`src/rtl/sqrt_sig_iter.sv`:
```
// sqrt_sig_iter: multicycle restoring digit-recurrence square-root significand engine.
//
// Takes an operand fraction (hidden 1 implicit) plus the LSB of its biased exponent and
// produces the unrounded root significand {root, sticky} for a downstream rounding stage.
// The root MSB is the hidden 1 and the LSB is the guard bit.
//
// Build option: define SQRT_ITER_RADIX4_EN to retire two root bits per cycle (two
// cascaded radix-2 steps). The result is bit-identical to the default radix-2 build.
//
// Ports:
//   clk, resetn      clock, asynchronous active-low reset
//   enable           global stall; low freezes all state and the handshake
//   in_valid/ready   operand handshake (a_sig, a_exp_lsb)
//   out_valid/ready  result handshake (z_sig_nr)
//   z_sig_nr         {root[sig_width+1:0], sticky}
module sqrt_sig_iter #(
  parameter int unsigned sig_width = 23,
  parameter int unsigned cnt_width = $clog2(sig_width + 3)
) (
  input  logic                 clk,
  input  logic                 resetn,
  input  logic                 enable,
  input  logic                 in_valid,
  output logic                 in_ready,
  input  logic [sig_width-1:0] a_sig,
  input  logic                 a_exp_lsb,
  output logic                 out_valid,
  input  logic                 out_ready,
  output logic [sig_width+2:0] z_sig_nr
);

  localparam int unsigned RootW = sig_width + 2;
  localparam int unsigned RemW  = sig_width + 4;
  localparam int unsigned RadW  = 2 * RootW;
  localparam logic [cnt_width-1:0] StepsC = cnt_width'(RootW);

  typedef enum logic [1:0] {StIdle, StCalc, StDone} state_e;

  state_e               state_q, state_d;
  logic [cnt_width-1:0] cnt_q, cnt_d;
  logic [RadW-1:0]      rad_q, rad_d;
  logic [RemW-1:0]      rem_q, rem_d;
  logic [RootW-1:0]     root_q, root_d;
  logic                 out_valid_q, out_valid_d;
  logic [RootW:0]       z_q, z_d;

  // One restoring radix-2 step: returns {new_rem, new_root}.
  function automatic logic [RemW+RootW-1:0] rstep(input logic [RemW-1:0]  rem,
                                                  input logic [RootW-1:0] q,
                                                  input logic [1:0]       bits);
    logic [RemW+1:0] num;
    logic [RemW+1:0] sub;
    logic [RemW+1:0] diff;
    logic [RemW-1:0] rem_n;
    logic            bit_n;
    num  = {rem, bits};
    sub  = {2'b00, q, 2'b01};
    diff = num - sub;
    // Bounds of the recurrence keep both candidates within RemW bits.
    if (num >= sub) begin
      rem_n = diff[RemW-1:0];
      bit_n = 1'b1;
    end else begin
      rem_n = num[RemW-1:0];
      bit_n = 1'b0;
    end
    return {rem_n, q[RootW-2:0], bit_n};
  endfunction

  logic [RemW+RootW-1:0] s1, s2;
  logic [RadW-1:0]       load_rad;
  logic                  accept;

  always_comb begin
    // Odd exponent LSB (even unbiased exponent): R = m << (RootW); otherwise R = 2m << RootW.
    if (a_exp_lsb) load_rad = {1'b0, 1'b1, a_sig, {RootW{1'b0}}};
    else           load_rad = {1'b1, a_sig, {(RootW + 1){1'b0}}};
  end

  always_comb begin
    s1 = rstep(rem_q, root_q, rad_q[RadW-1 -: 2]);
    s2 = rstep(s1[RemW+RootW-1 -: RemW], s1[RootW-1:0], rad_q[RadW-3 -: 2]);
  end

  assign accept = enable && in_valid && in_ready;

  always_comb begin
    state_d     = state_q;
    cnt_d       = cnt_q;
    rad_d       = rad_q;
    rem_d       = rem_q;
    root_d      = root_q;
    out_valid_d = out_valid_q;
    z_d         = z_q;
    if (enable) begin
      unique case (state_q)
        StIdle: begin
          if (in_valid) begin
            rad_d   = load_rad;
            rem_d   = '0;
            root_d  = '0;
            cnt_d   = '0;
            state_d = StCalc;
          end
        end
        StCalc: begin
`ifdef SQRT_ITER_RADIX4_EN
          if ((StepsC - cnt_q) >= cnt_width'(2)) begin
            rem_d  = s2[RemW+RootW-1 -: RemW];
            root_d = s2[RootW-1:0];
            rad_d  = {rad_q[RadW-5:0], 4'b0000};
            cnt_d  = cnt_q + cnt_width'(2);
          end else begin
            rem_d  = s1[RemW+RootW-1 -: RemW];
            root_d = s1[RootW-1:0];
            rad_d  = {rad_q[RadW-3:0], 2'b00};
            cnt_d  = cnt_q + cnt_width'(1);
          end
`else
          rem_d  = s1[RemW+RootW-1 -: RemW];
          root_d = s1[RootW-1:0];
          rad_d  = {rad_q[RadW-3:0], 2'b00};
          cnt_d  = cnt_q + cnt_width'(1);
`endif
          if (cnt_d == StepsC) begin
            state_d     = StDone;
            out_valid_d = 1'b1;
            z_d         = {root_d, |rem_d};
          end
        end
        StDone: begin
          if (out_ready) begin
            out_valid_d = 1'b0;
            if (in_valid) begin
              // Result drains and a new operand loads in the same cycle.
              rad_d   = load_rad;
              rem_d   = '0;
              root_d  = '0;
              cnt_d   = '0;
              state_d = StCalc;
            end else begin
              state_d = StIdle;
            end
          end
        end
        default: state_d = StIdle;
      endcase
    end
  end

  always_ff @(posedge clk or negedge resetn) begin
    if (!resetn) begin
      state_q     <= StIdle;
      cnt_q       <= '0;
      rad_q       <= '0;
      rem_q       <= '0;
      root_q      <= '0;
      out_valid_q <= 1'b0;
      z_q         <= '0;
    end else begin
      state_q     <= state_d;
      cnt_q       <= cnt_d;
      rad_q       <= rad_d;
      rem_q       <= rem_d;
      root_q      <= root_d;
      out_valid_q <= out_valid_d;
      z_q         <= z_d;
    end
  end

  // in_ready passes out_ready through while a result is waiting.
  assign in_ready  = (state_q == StIdle) || ((state_q == StDone) && out_ready);
  assign out_valid = out_valid_q;
  assign z_sig_nr  = z_q;

  logic unused_accept;
  assign unused_accept = accept;

endmodule

```
`config.mk`:
```
export PLATFORM = sky130hd
export DESIGN_NAME = sqrt_sig_iter
export DESIGN_NICKNAME = d
export VERILOG_FILES = /design/src/rtl/sqrt_sig_iter.sv
export SDC_FILE = /design/constraint.sdc
export NUM_CORES = 1
export LEC_CHECK = 0
export CORE_ASPECT_RATIO = 1.4
export CORE_MARGIN = 5
export CORE_UTILIZATION = 45
export CTS_CLUSTER_DIAMETER = 120
export DETAILED_ROUTE_END_ITERATION = 8
export PLACE_DENSITY_LB_ADDON = 0.25
export SYNTH_ARGS = -nofsm -noshare
export SYNTH_HDL_FRONTEND = slang
export SYNTH_SLANG_ARGS = --single-unit
```
`constraint.sdc`:
```
create_clock -name clk -period 4.8 [get_ports clk]
set_input_delay 0.96 -clock clk [delete_from_list [all_inputs] [get_ports clk]]
set_output_delay 0.96 -clock clk [all_outputs]
set_load 0.1 [all_outputs]
```
## Word-level counts from Yosys, hierarchy flattened

Index checks and enable logic that the tools add are counted.

| cells by class | value |
|---|---|
| muxes and demuxes | 23 |
| multiply operators | 0 |
| divide/modulo/power cells | 0 |
| add/sub/neg operators | 2 |
| bitwise logic cells | 0 |
| reduce and logical (&&, ||, !) cells | 10 |
| $lt $le $gt $ge | 1 |
| equal/unequal tests | 6 |
| shift operators | 0 |

Operators by type and width:

| cell | count |
|---|---|
| $mux W50 | 3 |
| $pmux W50 S3 | 1 |
| $mux W27 | 3 |
| $pmux W27 S3 | 1 |
| $pmux W25 S3 | 1 |
| $mux W25 | 2 |
| $ge A29 B27 Y1 | 1 |
| $reduce_or A27 Y1 | 1 |
| $sub A27 B27 Y27 | 1 |
| $pmux W5 S3 | 1 |
| $mux W5 | 2 |
| $reduce_and A4 Y1 | 2 |
| $mux W2 | 3 |
| $ne A2 B2 Y1 const B | 3 |
| $pmux W2 S3 | 1 |
| $reduce_and A3 Y1 | 2 |
| $add A5 B1 Y5 const B | 1 |
| $eq A5 B5 Y1 const B | 1 |
| $mux W1 | 4 |
| $reduce_bool A3 Y1 | 1 |
| $eq A2 B1 Y1 const B | 1 |
| $eq A2 B2 Y1 const B | 1 |
| $logic_not A2 Y1 | 1 |
| $pmux W1 S2 | 1 |
| 3 further kinds | 3 |

| word-level totals | value |
|---|---|
| memories | 0 |
| logic and storage cells | 49 |
| register bits | 136 |
| ROM bits | 0 |
| latch bits | 0 |
| output and inout bits | 28 |
| bits of input ports | 29 |
| bits in writable memories | 0 |

## Longest topological paths before layout

Gate-level depths: netlist of the first run.

| depth | value |
|---|---|
| word-level depth | 4 |
| gate-level depth with buffers | 13 |

## Worst setup path before layout of the first run

OpenSTA, ideal clock, no wires.

| timing path | value |
|---|---|
| path type | input to output |
| start point | input out_ready |
| end point | output in_ready |
| path slack | 1.322 ns |
| data arrival time | 2.518 ns |
| cell stages on the path | 2 |
| cell sequence | inv_1 -> a21oi_1 |

| between the ends | value |
|---|---|
| longest elaborated chain between the ends | 2 |

RTL lines:

| item | line | text |
|---|---|---|
| from (decl) | 28 | `input logic out_ready,` |
| $logic_and A1 B1 Y1 | 172 | `assign in_ready = (state_q == StIdle) \|\| ((state_q == StDone) && out_ready);` |
| $logic_or A1 B1 Y1 | 172 |  |
| to (decl) | 24 | `output logic in_ready,` |

No other way between the ends.

## Final worst setup path of the first run

| timing path | value |
|---|---|
| start point | register rad_q[48] |
| end point | register z_q[0], in the netlist z_sig_nr[0] |

| between the ends | value |
|---|---|
| longest elaborated chain between the ends | 3 |
| elaborated cells between the ends (all ways) | 4 |

RTL lines:

| item | line | text |
|---|---|---|
| from (decl) | 41 | `logic [RadW-1:0] rad_q, rad_d;` |
| from (signal assigned) | 163 | `rad_q <= rad_d;` |
| $sub A27 B27 Y27 / $ge A29 B27 Y1 (equally long branches) | 58, 60 |  |
| $mux W27 * | 60 | `if (num >= sub) begin` |
| $reduce_or A27 Y1 * | 128 | `z_d = {root_d, \|rem_d};` |
| to (signal assigned) | 167 | `z_q <= z_d;` |
| to (decl) | 45 | `logic [RootW:0] z_q, z_d;` |

Every way passes the cells marked *; elsewhere a longest branch is shown, timed or not.
A chain may end at the register's enable or synchronous reset.

==> results of run 1 <==
[worst max path at each step]
stage	cells past startpoint	from	slack [ns]	to
2_1_floorplan	2	out_ready	1.32	in_ready
3_3_place_gp	6	enable	1.49	z_sig_nr[3]
3_5_place_dp	6	enable	1.38	z_sig_nr[1]
4_1_cts	9	rem_q[22]	1.53	z_sig_nr[0]
5_1_grt	11	root_q[18]	1.28	z_sig_nr[0]
6_report	11	rad_q[48]	1.49	z_sig_nr[0]
[final cells by class]
cell class,instances,share of cell area
inverter,35,0.0172
clock inverter,6,0.00821
tap,189,0.0310
timing repair buffer,65,0.0818
sequential,111,0.365
clock buffer,10,0.0301
multi-input combinational,598,0.467
[tightest hold or removal path: cells and delay by family, from the launching register on]
family	cells	cell delay [ns]
simple gates	1	0.04
compound gates	1	0.06
flops	1	0.34
[power by group]
group          switching, uW  internal (uW)
Sequential               274           1230
Clock                    384            367
Combinational           2420           1370
[through the flow]
step | total power [uW] | hold slack, ns | utilization
2_1_floorplan | 4260 | 0.449 | -
3_3_place_gp | 5200 | 0.461 | 0.505
3_5_place_dp | 5240 | 0.470 | 0.505
4_1_cts | 6020 | 0.487 | 0.525
5_1_grt | 6510 | 0.508 | 0.525
6_report | 6040 | 0.478 | 0.525
[metal layers]
layer  up-vias  global-route usage
met5         -                   0
met4         0              0.0997
met3        51              0.0354
met2       178               0.357
met1      2808               0.269
li1       2833                   -
[cell families (layout without fill, tap and decap cells)]
logic type               count (synthesis)  count (layout)  share of synthesized area
AND/OR/NAND/NOR                        260             260                      0.174
AO/OA/AOI/OAI                          251             251                      0.221
flip-flops                             111             111                      0.417
buffers and inverters                   82             116                     0.0496
multiplexers                            35              35                     0.0526
adder cells (fa/ha/maj)                 29              29                     0.0545
XOR/XNOR                                23              23                     0.0314
[flip-flops by register name (all words and copies together) (netlist names)]
| register | flops |
|---|---|
| rem_q | 27 |
| out_valid | 1 |
| z_sig_nr | 26 |
| state_q | 2 |
| rad_q | 25 |
| cnt_q | 5 |
| root_q | 25 |
[cell usage in the layout, fill, tap and decap left out, types with 11 or more instances in the layout]
| cell type | count |
|---|---|
| o21ai_0 | 120 |
| inv_1 | 35 |
| ha_1 | 29 |
| clkdlybuf4s50_1 | 54 |
| buf_4 | 11 |
| nor2_1 | 53 |
| a31oi_1 | 11 |
| a21oi_1 | 64 |
| dfrtp_1 | 111 |
| xnor2_1 | 13 |
| mux2i_1 | 35 |
| nand4_1 | 11 |
| nand2_1 | 140 |
==> impl_metrics.json, run 1 <==
{
  "status": "completed",
  "report.final.slew_viol_count": 0,
  "hp-start": "z_sig_nr[16]",
  "hold_buffers": 0,
  "worstHoldEndpoint": "z_sig_nr[16]",
  "drt_iter0_markers": 341,
  "multi_input_area_sq_um": 3560,
  "wl_um": 18200,
  "cp_common_cell": "a31oi_1",
  "fp.dieArea_sq_um": 17400,
  "critPathBufInv": 1,
  "startpoint_type": "flop",
  "ys.flop_type": "dfrtp_1",
  "yosys.area.top_type": "dfrtp_1",
  "cts_setup_buffers": 0,
  "synth-edff-count": 0,
  "synth_common_cells": "nand2_1 (141), o21ai_0 (120), dfrtp_1 (111), a21oi_1 (64), nor2_1 (53)",
  "maxCapViolCount": 0,
  "grt_pass1_vias": 5811,
  "synth_area_leaders": "dfrtp_1 (42%), o21ai_0 (9.0%), nand2_1 (8.0%)",
  "cts_resized": 0,
  "endpoint_kind": "flop",
  "track_usage": 0.214,
  "ys_ff_latch": 111,
  "slew_headroom": 0.177,
  "dr_wl_met2_um": 9040,
  "fp.coreArea_sq_um": 14500,
  "io_buffers": 56,
  "fp.dieH_um": 154,
  "cts-root-buf": "clkbuf_16",
  "start_util": 0.459,
  "cts.sinks": 111,
  "nets": 878,
  "cp_max_fo": 5,
  "clk_latency_ns": 0.36,
  "hpwl_um": 13400,
  "io_pins": 57,
  "syn2layout_area_growth_pct": 14.5,
  "cts_buffers": 9,
  "grt_pass1_wl_um": 30000,
  "syn_inst": 791,
  "required_ns": 5.03,
  "die_w_um": 113,
  "p_leak_uw": 0.00329,
  "m1WireLength_um": 7350,
  "cp_cell_sequence": "inv_1 -> ha_1 -> nor2b_4 -> o31a_1 -> o31ai_2 -> nand2_1 -> a21o_1 -> xnor2_1 -> a31oi_1 -> a2111oi_2 -> a31oi_1",
  "drcViolationCount": 0,
  "regToRegSetupSlack_ns": 1.49,
  "crit_path_max_incr_delay_ns": 0.49,
  "cts_tree": "built",
  "clock.fmax_mhz": 302,
  "seq_area_sq_um": 2780,
  "holdPathStages": 2,
  "routedWlPerCell_um": 17.9,
  "routabilityCongestion": 1.04,
  "tightest_slew_ns": 1.20,
  "synth_warnings": 0,
  "post-place-ws_ns": 1.38,
  "hold_class": "reg2reg",
  "post_drt_via_cell_ratio": 5.79,
  "synthArstFlopShare": 1.00,
  "fin_skew_ns": 0.0104,
  "post-route-period-util": 0.689,
  "fin_ws_ns": 1.49,
  "path_delay_family": "compound AO/OA/AOI/OAI gates",
  "final_area_sq_um": 7620,
  "first_pass_iters": 5,
  "clkTransAtPathRegs_ns": 0.08,
  "grt_start_max_net_pins": 65,
  "syn-cell-area_sq_um": 6660,
  "ir_worst_vdd_mv": 0.332,
  "num_antenna_cells": 0,
  "ant_nets": 0,
  "rsz0062_at_grt": "no",
  "h-tree-depth": 3,
  "synth_area_per_cell_sq_um": 8.41,
  "dpl_cell_area_sq_um": 7330,
  "crit_type": "reg2reg",
  "hold_viol_final": 0,
  "synth_cell_type_count": 60,
  "final-setup-viol-count": 0,
  "synth.top_cell.area_share": 0.417,
  "topRoutingLayerUsed": "met4",
  "setup-tns-final_ns": 0,
  "antenna_found_initial": 0,
  "r2r_end": "z_sig_nr[0]",
  "grt_overflow": 0,
  "reg2regPathDepth": 11,
  "wl_met3_um": 950,
  "dp.cells": 998,
  "period_minus_slack_ns": 3.31,
  "drive_gt1_frac": 0.0545,
  "syn-num-nets": 849,
  "synth-seq-area-share": 0.417,
  "crit_arrival_ns": 3.53,
  "yosysMostFrequentCell": "nand2_1",
  "nFillCells": 1399,
  "cp_slowest_cell": "dfrtp_1",
  "clockBufferDepth": 2,
  "rows": 52,
  "powerDensity_nw_per_um2": 793,
  "finalNonFillerCells": 1014,
  "r2r_start": "rad_q[48]",
  "vias": 5870
}
Power figures use the tool's default switching activity.
==> run 2, diff against run 1 <==
Clock period 4.8 ns to 3 ns, I/O delays scaled along.
==> impl_metrics.json, run 2 (synthesis gave the netlist of run 1 again) <==
{
  "status": "completed",
  "path_delay_family": "compound AO/OA/AOI/OAI gates",
  "final_cell_mix": "nand2_1 (140), o21ai_0 (116), dfrtp_1 (110)",
  "syn2layout_area_growth_pct": 25.8,
  "routedWlPerCell_um": 17.6,
  "regToRegSetupSlack_ns": 0.08,
  "rsz0062_at_grt": "yes",
  "p_leak_uw": 0.00371,
  "critPathBufInv": 3,
  "cp_slowest_cell": "dfrtp_1",
  "drcViolationCount": 0,
  "period_minus_slack_ns": 2.92,
  "hold_viol_final": 0,
  "clock.fmax_mhz": 343,
  "clkTransAtPathRegs_ns": 0.08,
  "cts_buffers": 9,
  "hold_class": "in2async",
  "fp.dieH_um": 154,
  "powerDensity_nw_per_um2": 1350,
  "drt_iter0_markers": 285,
  "hpwl_um": 14200,
  "ir_worst_vdd_mv": 0.594,
  "total_power_uw": 11300,
  "crit_path_max_incr_delay_ns": 0.41,
  "endpoint_kind": "flop",
  "crit_arrival_ns": 3.16,
  "multi_input_area_sq_um": 3790,
  "cp_max_fo": 3,
  "h-tree-depth": 3,
  "cts_tree": "built",
  "routabilityCongestion": 0.968,
  "post-route-util": 0.577,
  "vias": 6017,
  "final_common_cell": "nand2_1",
  "grt_pass1_vias": 6064,
  "fp.coreArea_sq_um": 14500,
  "tightest_slew_ns": 0.655,
  "fp.dieArea_sq_um": 17400,
  "grt_overflow": 0,
  "cp_common_cell": "buf_4",
  "hold_buffers": 0,
  "wl_um": 19000,
  "required_ns": 3.24,
  "post-route-period-util": 0.972,
  "cts-root-buf": "clkbuf_16",
  "fin_skew_ns": 0.00647,
  "rows": 52,
  "post_drt_via_cell_ratio": 5.57,
  "grt_start_max_net_pins": 107,
  "final-setup-viol-count": 0,
  "grt_pass1_wl_um": 30800,
  "first_pass_iters": 7,
  "cts.sinks": 111,
  "crit_type": "reg2reg",
  "num_antenna_cells": 0,
  "antenna_found_initial": 0,
  "startpoint_type": "flop",
  "die_w_um": 113,
  "io_pins": 57,
  "report.final.slew_viol_count": 0,
  "nets": 944,
  "seq_area_sq_um": 2780,
  "maxCapViolCount": 0,
  "slew_headroom": 0.562,
  "io_buffers": 56,
  "ant_nets": 0,
  "cp_cell_sequence": "inv_2 -> ha_4 -> buf_4 -> nor2b_4 -> o31a_1 -> o31ai_4 -> nand2_1 -> buf_4 -> a21oi_1 -> xnor2_1 -> nor4_2 -> a32o_1 -> a31oi_1",
  "clockBufferDepth": 2,
  "drive_gt1_frac": 0.189,
  "largest-register": "rem_q",
  "start_util": 0.459,
  "largest_reg_flops": 27,
  "nFillCells": 1315,
  "clk_latency_ns": 0.37,
  "track_usage": 0.221
}
-- run 2: cell count changes in the layout (fill, tap and decap cells not counted), moves of 3 or more --
| cell | delta |
|---|---|
| ha_2 | +4 |
| o21ai_0 | -4 |
| buf_12 | +3 |
| buf_4 | +87 |
| clkdlybuf4s50_1 | -27 |
| ha_1 | -11 |
| a21oi_1 | -5 |
| a21oi_2 | +5 |
| buf_6 | +3 |
| ha_4 | +7 |
-- run 2: per-stage QoR --
step / setup slack [ns] / TNS (ns) / area, sq um / cells / hold slack, ns
after detailed placement: -0.0181 / -0.0181 / 7750 / 1059 / 0.470
after global routing: -0.0297 / -0.0297 / 8370 / 1080 / 0.301
after CTS: 0.0196 / 0 / 8080 / 1075 / 0.272
final: 0.0834 / 0 / 8370 / 1080 / 0.253
after floorplan: 0.242 / 0 / 6660 / 791 / 0.304
after global placement: -0.00235 / -0.00235 / 7750 / 1059 / 0.461
-- run 2: final timing paths --
check                                from            to  cells past startpoint
worst min-delay path               resetn  z_sig_nr[11]                      1
max in group asynchronous          resetn     rad_q[44]                      2
worst max-delay path            root_q[0]   z_sig_nr[0]                     13
worst max register to register  root_q[0]   z_sig_nr[0]                     13
worst min register to register  root_q[9]     root_q[9]                      2
min in group clk                root_q[9]     root_q[9]                      2
-- run 2: where the power goes --
part | switching (uW) | internal, uW | leakage, uW
clock | 605 | 744 | 0.000159
sequential | 393 | 1970 | 0.00147
combinational | 4370 | 3230 | 0.00208
total | 5360 | 5940 | 0.00371
-- run 2: area by class of cell --
class	count	share of cell area
Clock buffer	9	0.0269
Timing Repair Buffer	131	0.131
Inverter	35	0.0157
Sequential cell	111	0.332
Clock inverter	7	0.0124
Multi-Input combinational cell	598	0.453
Tap cell	189	0.0283
-- run 2: routing by layer --
| metal | global-route usage | routed length, um | vias to the layer above |
|---|---|---|---|
| met5 | 0 | 0 | - |
| met4 | 0.0974 | 765 | 0 |
| met3 | 0.0429 | 836 | 48 |
| met2 | 0.376 | 9530 | 148 |
| met1 | 0.271 | 7860 | 2850 |
| li1 | - | - | 2971 |
-- run 2: what timing repair did --
action	4_1_cts	5_1_grt
gates resized for setup	1	47
setup endpoints to repair	1	8
cloned	0	0
setup buffers	0	5
pin swaps	0	16
